--- config.mk ---
export PLATFORM = sky130hd
export DESIGN_NAME = mem_arbiter_flat
export DESIGN_NICKNAME = d
export VERILOG_FILES = /design/src/rtl/cpu_types_pkg.sv /design/src/rtl/mem_arbiter_if.sv /design/src/rtl/arb_select.sv /design/src/rtl/mem_arbiter.sv /design/src/flat_wrapper.sv
export SDC_FILE = /design/constraint.sdc
export NUM_CORES = 1
export LEC_CHECK = 0
export CORE_AREA = 2 2 169 171
export CTS_BUF_LIST = sky130_fd_sc_hd__clkbuf_4
export DETAILED_ROUTE_END_ITERATION = 8
export DIE_AREA = 0 0 171 173
export DONT_BUFFER_PORTS = 1
export MAX_ROUTING_LAYER = met4
export PLACE_DENSITY = 0.32
export SYNTH_ARGS = -nofsm -noshare
export SYNTH_HDL_FRONTEND = slang
export SYNTH_SLANG_ARGS = --single-unit
--- constraint.sdc ---
create_clock -name CLK -period 5.3 [get_ports CLK]
set_input_delay 0.53 -clock CLK [delete_from_list [all_inputs] [get_ports CLK]]
set_output_delay 0.53 -clock CLK [all_outputs]
set_load 0.02 [all_outputs]
--- src/rtl/cpu_types_pkg.sv ---
// Shared CPU/memory types for the dual-core memory arbiter.
package cpu_types_pkg;

  typedef logic [31:0] word_t;

  typedef enum logic [1:0] {FREE, BUSY, ACCESS, ERROR} ramstate_t;

  // Encoding matters: bit 1 = instruction slot, bit 0 = CPU index.
  typedef enum logic [1:0] {D0, D1, I0, I1} arb_slot_t;

  typedef enum logic [1:0] {IDLE, GRANT, BURST} arb_state_t;

endpackage

--- src/rtl/mem_arbiter_if.sv ---
// CPU-side request/response and RAM command bus of the memory arbiter.
interface mem_arbiter_if;
  import cpu_types_pkg::*;

  logic [1:0]      iREN;
  logic [1:0]      dREN;
  logic [1:0]      dWEN;
  word_t [1:0]     iaddr;
  word_t [1:0]     daddr;
  word_t [1:0]     dstore;
  logic [1:0]      iwait;
  logic [1:0]      dwait;
  word_t [1:0]     iload;
  word_t [1:0]     dload;

  logic            ramREN;
  logic            ramWEN;
  word_t           ramaddr;
  word_t           ramstore;
  word_t           ramload;
  ramstate_t       ramstate;

  // Arbiter side.
  modport slave (
    input  iREN, dREN, dWEN, iaddr, daddr, dstore, ramload, ramstate,
    output iwait, dwait, iload, dload, ramREN, ramWEN, ramaddr, ramstore
  );

  // CPU caches and RAM model side.
  modport master (
    output iREN, dREN, dWEN, iaddr, daddr, dstore, ramload, ramstate,
    input  iwait, dwait, iload, dload, ramREN, ramWEN, ramaddr, ramstore
  );

endinterface

--- src/rtl/arb_select.sv ---
// Combinational slot picker: data beats instruction, rr picks the CPU among same-type requests.
module arb_select
  import cpu_types_pkg::*;
(
  input  logic [3:0] i_active,  // indexed by arb_slot_t
  input  logic       i_rr,
  output arb_slot_t  o_slot,
  output logic       o_valid
);

  logic [1:0] w_dact;
  logic [1:0] w_iact;
  logic       w_cpu;

  assign w_dact = i_active[1:0];
  assign w_iact = i_active[3:2];

  // Preferred CPU wins if it is asking, otherwise the other one.
  function automatic logic pick_cpu(input logic [1:0] act, input logic rr);
    return act[rr] ? rr : ~rr;
  endfunction

  always_comb begin
    o_valid = |i_active;
    w_cpu   = 1'b0;
    o_slot  = D0;
    if (|w_dact) begin
      w_cpu  = pick_cpu(w_dact, i_rr);
      o_slot = arb_slot_t'({1'b0, w_cpu});
    end else if (|w_iact) begin
      w_cpu  = pick_cpu(w_iact, i_rr);
      o_slot = arb_slot_t'({1'b1, w_cpu});
    end
  end

endmodule

--- src/rtl/mem_arbiter.sv ---
// Two-CPU I/D memory arbiter holding dcache grants for BURST_LEN words.
// Define MEM_ARB_RR_EN for round-robin CPU selection; otherwise CPU0 has fixed priority.
module mem_arbiter
  import cpu_types_pkg::*;
#(
  parameter int unsigned BURST_LEN = 2
) (
  input  logic          CLK,
  input  logic          nRST,
  mem_arbiter_if.slave  bus
);

  localparam int unsigned BcntW = (BURST_LEN > 1) ? $clog2(BURST_LEN) : 1;

  arb_state_t       r_state, w_state_nxt;
  arb_slot_t        r_gsel, w_gsel_nxt, w_win;
  logic [BcntW-1:0] r_bcnt, w_bcnt_nxt;

  logic [3:0] w_active;
  logic       w_win_valid;
  logic       w_rr;
  logic       w_granted;
  logic       w_is_instr;
  logic       w_cpu;
  logic       w_req;
  logic       w_done;
  logic       w_last;

  assign w_active   = {bus.iREN, bus.dREN | bus.dWEN};
  assign w_granted  = (r_state != IDLE);
  assign w_is_instr = r_gsel[1];
  assign w_cpu      = r_gsel[0];
  assign w_req      = w_active[r_gsel];
  assign w_done     = w_granted & w_req & (bus.ramstate == ACCESS);
  assign w_last     = w_done & ~w_is_instr & (r_bcnt == BcntW'(BURST_LEN - 1));

`ifdef MEM_ARB_RR_EN
  logic r_rr;

  // Pointer only moves when a whole data burst has gone through.
  always_ff @(posedge CLK or negedge nRST) begin
    if (!nRST) begin
      r_rr <= 1'b0;
    end else if (w_last) begin
      r_rr <= ~r_rr;
    end
  end

  assign w_rr = r_rr;
`else
  assign w_rr = 1'b0;
`endif

  arb_select u_arb_select (
    .i_active (w_active),
    .i_rr     (w_rr),
    .o_slot   (w_win),
    .o_valid  (w_win_valid)
  );

  always_ff @(posedge CLK or negedge nRST) begin
    if (!nRST) begin
      r_state <= IDLE;
      r_gsel  <= D0;
      r_bcnt  <= '0;
    end else begin
      r_state <= w_state_nxt;
      r_gsel  <= w_gsel_nxt;
      r_bcnt  <= w_bcnt_nxt;
    end
  end

  always_comb begin
    w_state_nxt = r_state;
    w_gsel_nxt  = r_gsel;
    w_bcnt_nxt  = r_bcnt;
    unique case (r_state)
      IDLE: begin
        if (w_win_valid) begin
          w_gsel_nxt  = w_win;
          w_bcnt_nxt  = '0;
          w_state_nxt = GRANT;
        end
      end
      GRANT, BURST: begin
        if (!w_req) begin
          w_state_nxt = IDLE;
        end else if (w_done) begin
          if (w_is_instr || w_last) begin
            w_state_nxt = IDLE;
          end else begin
            w_bcnt_nxt  = r_bcnt + 1'b1;
            w_state_nxt = BURST;
          end
        end
      end
      default: w_state_nxt = IDLE;
    endcase
  end

  // RAM bus follows the holder's live request; completion opens its wait for one cycle.
  always_comb begin
    bus.ramREN   = 1'b0;
    bus.ramWEN   = 1'b0;
    bus.ramaddr  = '0;
    bus.ramstore = '0;
    bus.iwait    = 2'b11;
    bus.dwait    = 2'b11;
    bus.iload    = '0;
    bus.dload    = '0;
    if (w_granted) begin
      if (w_is_instr) begin
        bus.ramaddr = bus.iaddr[w_cpu];
        bus.ramREN  = bus.iREN[w_cpu];
        if (w_done) begin
          bus.iwait[w_cpu] = 1'b0;
          bus.iload[w_cpu] = bus.ramload;
        end
      end else begin
        bus.ramaddr  = bus.daddr[w_cpu];
        bus.ramstore = bus.dstore[w_cpu];
        bus.ramWEN   = bus.dWEN[w_cpu];
        bus.ramREN   = bus.dREN[w_cpu] & ~bus.dWEN[w_cpu];
        if (w_done) begin
          bus.dwait[w_cpu] = 1'b0;
          bus.dload[w_cpu] = bus.ramload;
        end
      end
    end
  end

endmodule

--- src/flat_wrapper.sv ---
// flat-port wrapper written by rule: the top's interface ports become plain ports
module mem_arbiter_flat import cpu_types_pkg::*;
#(
  parameter int unsigned BURST_LEN = 2
)
  (CLK, nRST, bus_iREN, bus_dREN, bus_dWEN, bus_iaddr, bus_daddr, bus_dstore, bus_ramload, bus_ramstate, bus_iwait, bus_dwait, bus_iload, bus_dload, bus_ramREN, bus_ramWEN, bus_ramaddr, bus_ramstore);
  mem_arbiter_if bus_i ();
  input  logic CLK;
  input  logic nRST;
  input wire logic [$bits(bus_i.iREN)-1:0] bus_iREN;
  input wire logic [$bits(bus_i.dREN)-1:0] bus_dREN;
  input wire logic [$bits(bus_i.dWEN)-1:0] bus_dWEN;
  input wire logic [$bits(bus_i.iaddr)-1:0] bus_iaddr;
  input wire logic [$bits(bus_i.daddr)-1:0] bus_daddr;
  input wire logic [$bits(bus_i.dstore)-1:0] bus_dstore;
  input wire logic [$bits(bus_i.ramload)-1:0] bus_ramload;
  input wire logic [$bits(bus_i.ramstate)-1:0] bus_ramstate;
  output wire logic [$bits(bus_i.iwait)-1:0] bus_iwait;
  output wire logic [$bits(bus_i.dwait)-1:0] bus_dwait;
  output wire logic [$bits(bus_i.iload)-1:0] bus_iload;
  output wire logic [$bits(bus_i.dload)-1:0] bus_dload;
  output wire logic [$bits(bus_i.ramREN)-1:0] bus_ramREN;
  output wire logic [$bits(bus_i.ramWEN)-1:0] bus_ramWEN;
  output wire logic [$bits(bus_i.ramaddr)-1:0] bus_ramaddr;
  output wire logic [$bits(bus_i.ramstore)-1:0] bus_ramstore;
  assign bus_i.iREN = bus_iREN;
  assign bus_i.dREN = bus_dREN;
  assign bus_i.dWEN = bus_dWEN;
  assign bus_i.iaddr = bus_iaddr;
  assign bus_i.daddr = bus_daddr;
  assign bus_i.dstore = bus_dstore;
  assign bus_i.ramload = bus_ramload;
  assign bus_i.ramstate = bus_ramstate;
  assign bus_iwait = bus_i.iwait;
  assign bus_dwait = bus_i.dwait;
  assign bus_iload = bus_i.iload;
  assign bus_dload = bus_i.dload;
  assign bus_ramREN = bus_i.ramREN;
  assign bus_ramWEN = bus_i.ramWEN;
  assign bus_ramaddr = bus_i.ramaddr;
  assign bus_ramstore = bus_i.ramstore;
  mem_arbiter #(.BURST_LEN(BURST_LEN)) u_core (.CLK(CLK), .nRST(nRST), .bus(bus_i));
endmodule
======== Yosys cells after proc, flatten, opt, wreduce, memory -nomap -nowiden ========
Index checks and enable logic that the tools add are counted.
word-level totals
  output and inout port bits .............. 198
  bits of input ports ..................... 234
  flip-flop bits (word level) ............. 5
cells by class
  bitwise logic cells ..................... 10
  reduce and logical (&&, ||, !) cells .... 12
  magnitude comparators ................... 3
  equal/unequal tests ..................... 8
  add/subtract/negate cells ............... 1
  multiplexer cells ....................... 50
operators by type and width
  operator                                                               count
  32-bit two-way mux                                                     11
  64-bit two-way mux                                                     5
  64-bit bitwise AND                                                     1
  32-bit demux with 1-bit select                                         1
  2-bit two-way mux                                                      11
  1-bit two-way mux                                                      18
  2-bit OR reduction                                                     3
  1-bit bitwise AND                                                      5
  5-bit AND reduction                                                    1
  2-bit == test (second input constant)                                  2
  2-bit by 1-bit != test with 1-bit output (second input constant)       2
  2-bit != test (second input constant)                                  2
  2-bit one-hot mux with 2 select lines                                  1
  2-bit AND reduction                                                    2
  2-bit nonzero test                                                     2
  4-bit OR reduction                                                     1
  2-bit by 3-bit < comparator with 1-bit output (second input constant)  1
  3-bit != test (second input constant)                                  1
  1-bit binary-select mux with 2-bit select                              1
  2-bit by 1-bit == test with 1-bit output (second input constant)       1
  2-bit logical NOT                                                      1
  1-bit by 2-bit < comparator with 1-bit output (second input constant)  1
  1-bit inverter                                                         2
  2-bit inverter                                                         1
  7 further kinds                                                        7

======== Depth between registers and ports, before layout ========
  word-level depth ........................ 12
  gate-level depth with buffers ........... 7
  gate-level depth less buffers ........... 6

======== Modules after synthesis ========
Synthesis repeated with hierarchy kept, for this count alone.
unflattened totals
  cell total of the unflattened synthesis .. 378
  area, all modules ....................... 2776.4 um^2
by module, submodules not included
  module       area an instance (um^2)  cells an instance  seq. area each (um^2)  times used
  mem_arbiter  2731.4                   369                125.1                  1
  arb_select   45.0                     9                  0.0                    1

======== Worst setup path after synthesis ========
Ideal clock, no wire load.
  path type ............................... reg2out
  start ................................... reg u_core.r_state[0]
  end ..................................... out bus_dload[23]
  data required time ...................... 4770 ps
  path slack .............................. 2996 ps
  arrival time ............................ 1774 ps
  stages on the path, launching flop included .. 8
  buffers on the path ..................... 1
  path through ............................ dfrtp_1 -> inv_1 -> ha_1 -> nor3b_2 -> nor4b_4 -> and2b_4 -> buf_6 -> and2_1
between the ends
  word-level cells in the longest chain between the ends .. 6
ends and longest elaborated chain
  item                            RTL line            text
  start, declared                 mem_arbiter.sv:15   arb_state_t r_state, w_state_nxt;
  start signal, assigned          mem_arbiter.sv:67   r_state <= w_state_nxt;
  2-bit nonzero test (*)          mem_arbiter.sv:30   assign w_granted = (r_state != IDLE);
  1-bit bitwise AND (2 in a row)  mem_arbiter.sv:34   assign w_done = w_granted & w_req & (bus.ramstate == ACCESS);
  64-bit two-way mux              mem_arbiter.sv:124  if (w_done) begin
  64-bit two-way mux              mem_arbiter.sv:112  if (w_is_instr) begin
  64-bit two-way mux (*)          mem_arbiter.sv:111  if (w_granted) begin
  end, declared                   flat_wrapper.sv:21  output wire logic [$bits(bus_i.dload)-1:0] bus_dload;
Mark *: on every way between the ends. The rest lies on a longest branch, timed or not.

======== Final worst setup path ========
  start ................................... reg u_core.r_state[0]
  end ..................................... out bus_iload[2]
between the ends
  word-level cells in the longest chain between the ends .. 6
ends and longest elaborated chain
  item                            RTL line            text
  2-bit nonzero test (*)          mem_arbiter.sv:30
  1-bit bitwise AND (2 in a row)  mem_arbiter.sv:34
  64-bit two-way mux              mem_arbiter.sv:115  if (w_done) begin
  64-bit two-way mux              mem_arbiter.sv:112
  64-bit two-way mux (*)          mem_arbiter.sv:111
  end, declared                   flat_wrapper.sv:20  output wire logic [$bits(bus_i.iload)-1:0] bus_iload;
Marks and branches as above.

==> flow_metrics.env <==
export IMPL_outcome="completed"
export IMPL_relSlewSlack=0.2573
export IMPL_leakage_nw=1.182
export IMPL_numPortBuffers=0
export IMPL_syn_nets=582
export IMPL_rows=61
export IMPL_worst_setup_path_start_kind="flip-flop"
export IMPL_layout_min_cycle_time_ps=3368
export IMPL_yosysMostFrequentCell="and2_1"
export IMPL_die_area_um2=29580
export IMPL_worstRegToRegCells=8
export IMPL_clock_skew_ps=8.764
export IMPL_whs_ps=463.5
export IMPL_hold_violations=0
export IMPL_synth_async_reset_ratio=1.000
export IMPL_fill_cells=3208
export IMPL_crit_arrival_ps=2840
export IMPL_nets=557
export IMPL_cts_resized=0
export IMPL_setup_viol=0
export IMPL_rsz0062_at_grt="false"
export IMPL_min_period_over_period=0.6355
export IMPL_syn_area_per_cell_um2=8.086
export IMPL_die_h_um=173
export IMPL_cp_end_kind="primary output"
export IMPL_slew_violations=0
export IMPL_synth_edf_count=0
export IMPL_synth_area_leader_cell="mux4_2"
export IMPL_netlist_area_leader_share=0.2576
export IMPL_cts_sinks=5
export IMPL_fin_tns_setup_ps=0
export IMPL_r2r_start="u_core.r_state[0]"
export IMPL_antenna_found_initial=5
export IMPL_grt_pass1_wl_mm=17.31
export IMPL_ys_ff_latch=5
export IMPL_crit_required_ps=4770
export IMPL_r2r_slack_ps=3130
export IMPL_grt_overflow_total=0
export IMPL_ir_worst_vdd_mv=0.1380
export IMPL_synth_area_leaders="mux4_2 26%, and2_1 22%, mux2i_1 12%"
export IMPL_drt_iter0_markers=216
export IMPL_cts_made_buffers=3
export IMPL_via_per_inst=3.893
export IMPL_seqCellArea_um2=128.9
export IMPL_clkTransAtPathRegs_ps=50
export IMPL_wire_per_inst_um=17.92
export IMPL_vias=2741
export IMPL_syn2layout_area_growth_pct=14.00
export IMPL_synth_area_um2=2798
export IMPL_cp_max_fo=42
export IMPL_drive_above_1_share=0.1594
export IMPL_min_path_type="input port to flip-flop"
export IMPL_maxCapViolCount=0
export IMPL_r2r_end="u_core.r_state[1]"
export IMPL_syn_inst=346
export IMPL_cts_tree="yes"
export IMPL_grt_max_degree=71
export IMPL_drt_wl_total_mm=12.62
export IMPL_crit_type="flip-flop to primary output"
export IMPL_drtPass1Iterations=4
export IMPL_grt_pass1_vias=2600
export IMPL_critPathCapture="bus_iload[2]"
export IMPL_synthTopCellsByCount="97 x and2_1, 37 x nor2_1, 34 x mux2i_1"
export IMPL_startpoint="u_core.r_state[0]"
export IMPL_synth_seq_area_share=0.04472
export IMPL_drc=0
export IMPL_core_area_um2=27630
export IMPL_grtUsageTotal=0.07733
export IMPL_max_freq_ghz=0.2969
export IMPL_start_util=0.1013
export IMPL_ant_nets=0
export IMPL_hpwl_mm=10.61
export IMPL_cts_root_buf="clkbuf_4"
export IMPL_ys_warn_count=0
export IMPL_io_pins=432
export IMPL_synth_main_ff_cell="dfrtp_1"
export IMPL_p_per_area_nw_per_um2=486.8
export IMPL_synth_cell_type_count=34
export IMPL_multi_input_area_um2=2471
export IMPL_worstSkewPairLatency_ps=250
export IMPL_tightest_slew_ps=1113
export IMPL_cts_buffer_depth=2
export IMPL_gp_congestion=0.8332
export IMPL_die_x_um=171
export IMPL_h_tree_depth=1
-- layout by cell type (no fill, tap or decap), types with 2 or more instances in the layout --
cell and instances:
nor3b_1 2, nor2_1 35, a22oi_1 2, a21oi_1 6, nor3_1 2, clkbuf_4 3, buf_4 5, mux4_2 32
nand2_1 3, and3_1 32, dfrtp_1 4, mux2i_1 34, inv_1 6, and2_1 97, ha_1 2, diode_2 6
nor2b_1 33, nor2_2 2
-- registers in the layout (all words and copies together), names as in the netlist --
register / cells
u_core.r_gsel: 2
u_core.r_state: 2
u_core.r_bcnt: 1
-- routing by layer --
layer | track usage | vias to the layer above | routed length (um)
met5 | - | - | 0
met4 | 0.008828 | 0 | 142
met3 | 0.02518 | 8 | 1496
met2 | 0.1263 | 242 | 6075
met1 | 0.09539 | 1335 | 4902
li1 | - | 1156 | -
-- critical path: stages (launching register included) --
cell     delay, ps
dfrtp_1        360
inv_1           50
ha_1           180
buf_4          270
nor3b_2        290
nand2_1        140
nor2_2         890
and2_1         380
-- stage by stage --
step | cell area [um2] | total power, W | utilization | worst slack [ps] | cells
2_1_floorplan | 2798 | 0.001351 | - | 2996 | 346
3_3_place_gp | 3137 | 0.001507 | 0.1135 | 2236 | 693
3_5_place_dp | 3137 | 0.001530 | 0.1135 | 2084 | 693
4_1_cts | 3174 | 0.001576 | 0.1149 | 1813 | 698
5_1_grt | 3187 | 0.001672 | 0.1153 | 1568 | 703
6_report | 3189 | 0.001553 | 0.1154 | 1932 | 704
-- timing repair --
action / in CTS / in global routing
hold endpoints to repair: 5 / 0
setup buffers: 0 / 0
hold buffers: 1 / 0
-- power breakdown --
group	total [W]	switching [W]	internal (W)
Clock	0.0000447	0.0000173	0.0000274
Combinational	0.00136	0.000887	0.000472
Sequential	0.000148	0.0000932	0.0000548
-- how the worst min path moves through the flow --
stage / start / endpoint / slack, ps / depth (start not counted)
3_3_place_gp: nRST / u_core.r_gsel[1] / 230 / 0
5_1_grt: bus_dREN[0] / u_core.r_gsel[0] / 450 / 2
3_5_place_dp: nRST / u_core.r_gsel[1] / 230 / 0
6_report: bus_dREN[0] / u_core.r_gsel[0] / 460 / 2
2_1_floorplan: nRST / u_core.r_bcnt / 230 / 0
4_1_cts: bus_dREN[0] / u_core.r_gsel[0] / 460 / 2
-- logic make-up (layout without fill, tap and decap cells) --
kind of cell | count (synthesis) | count (layout) | synth area share
simple gates | 216 | 216 | 0.4593
mux | 66 | 66 | 0.3792
buf+inv | 43 | 17 | 0.07379
compound gates | 14 | 14 | 0.03399
flops | 5 | 5 | 0.04472
fa+ha+maj | 2 | 2 | 0.008943
other cells | 0 | 6 | 0
-- layout make-up --
cell class              count  share of cell area
diodes                      6            0.004708
clock buffers               3            0.007062
clock inverters             1            0.001569
inverters                   7            0.008239
multi-input cells         298              0.7748
flip-flops and latches      5             0.04041
well taps                 378              0.1483
repair buffers              6             0.01491
Power figures use the tool's default switching activity.
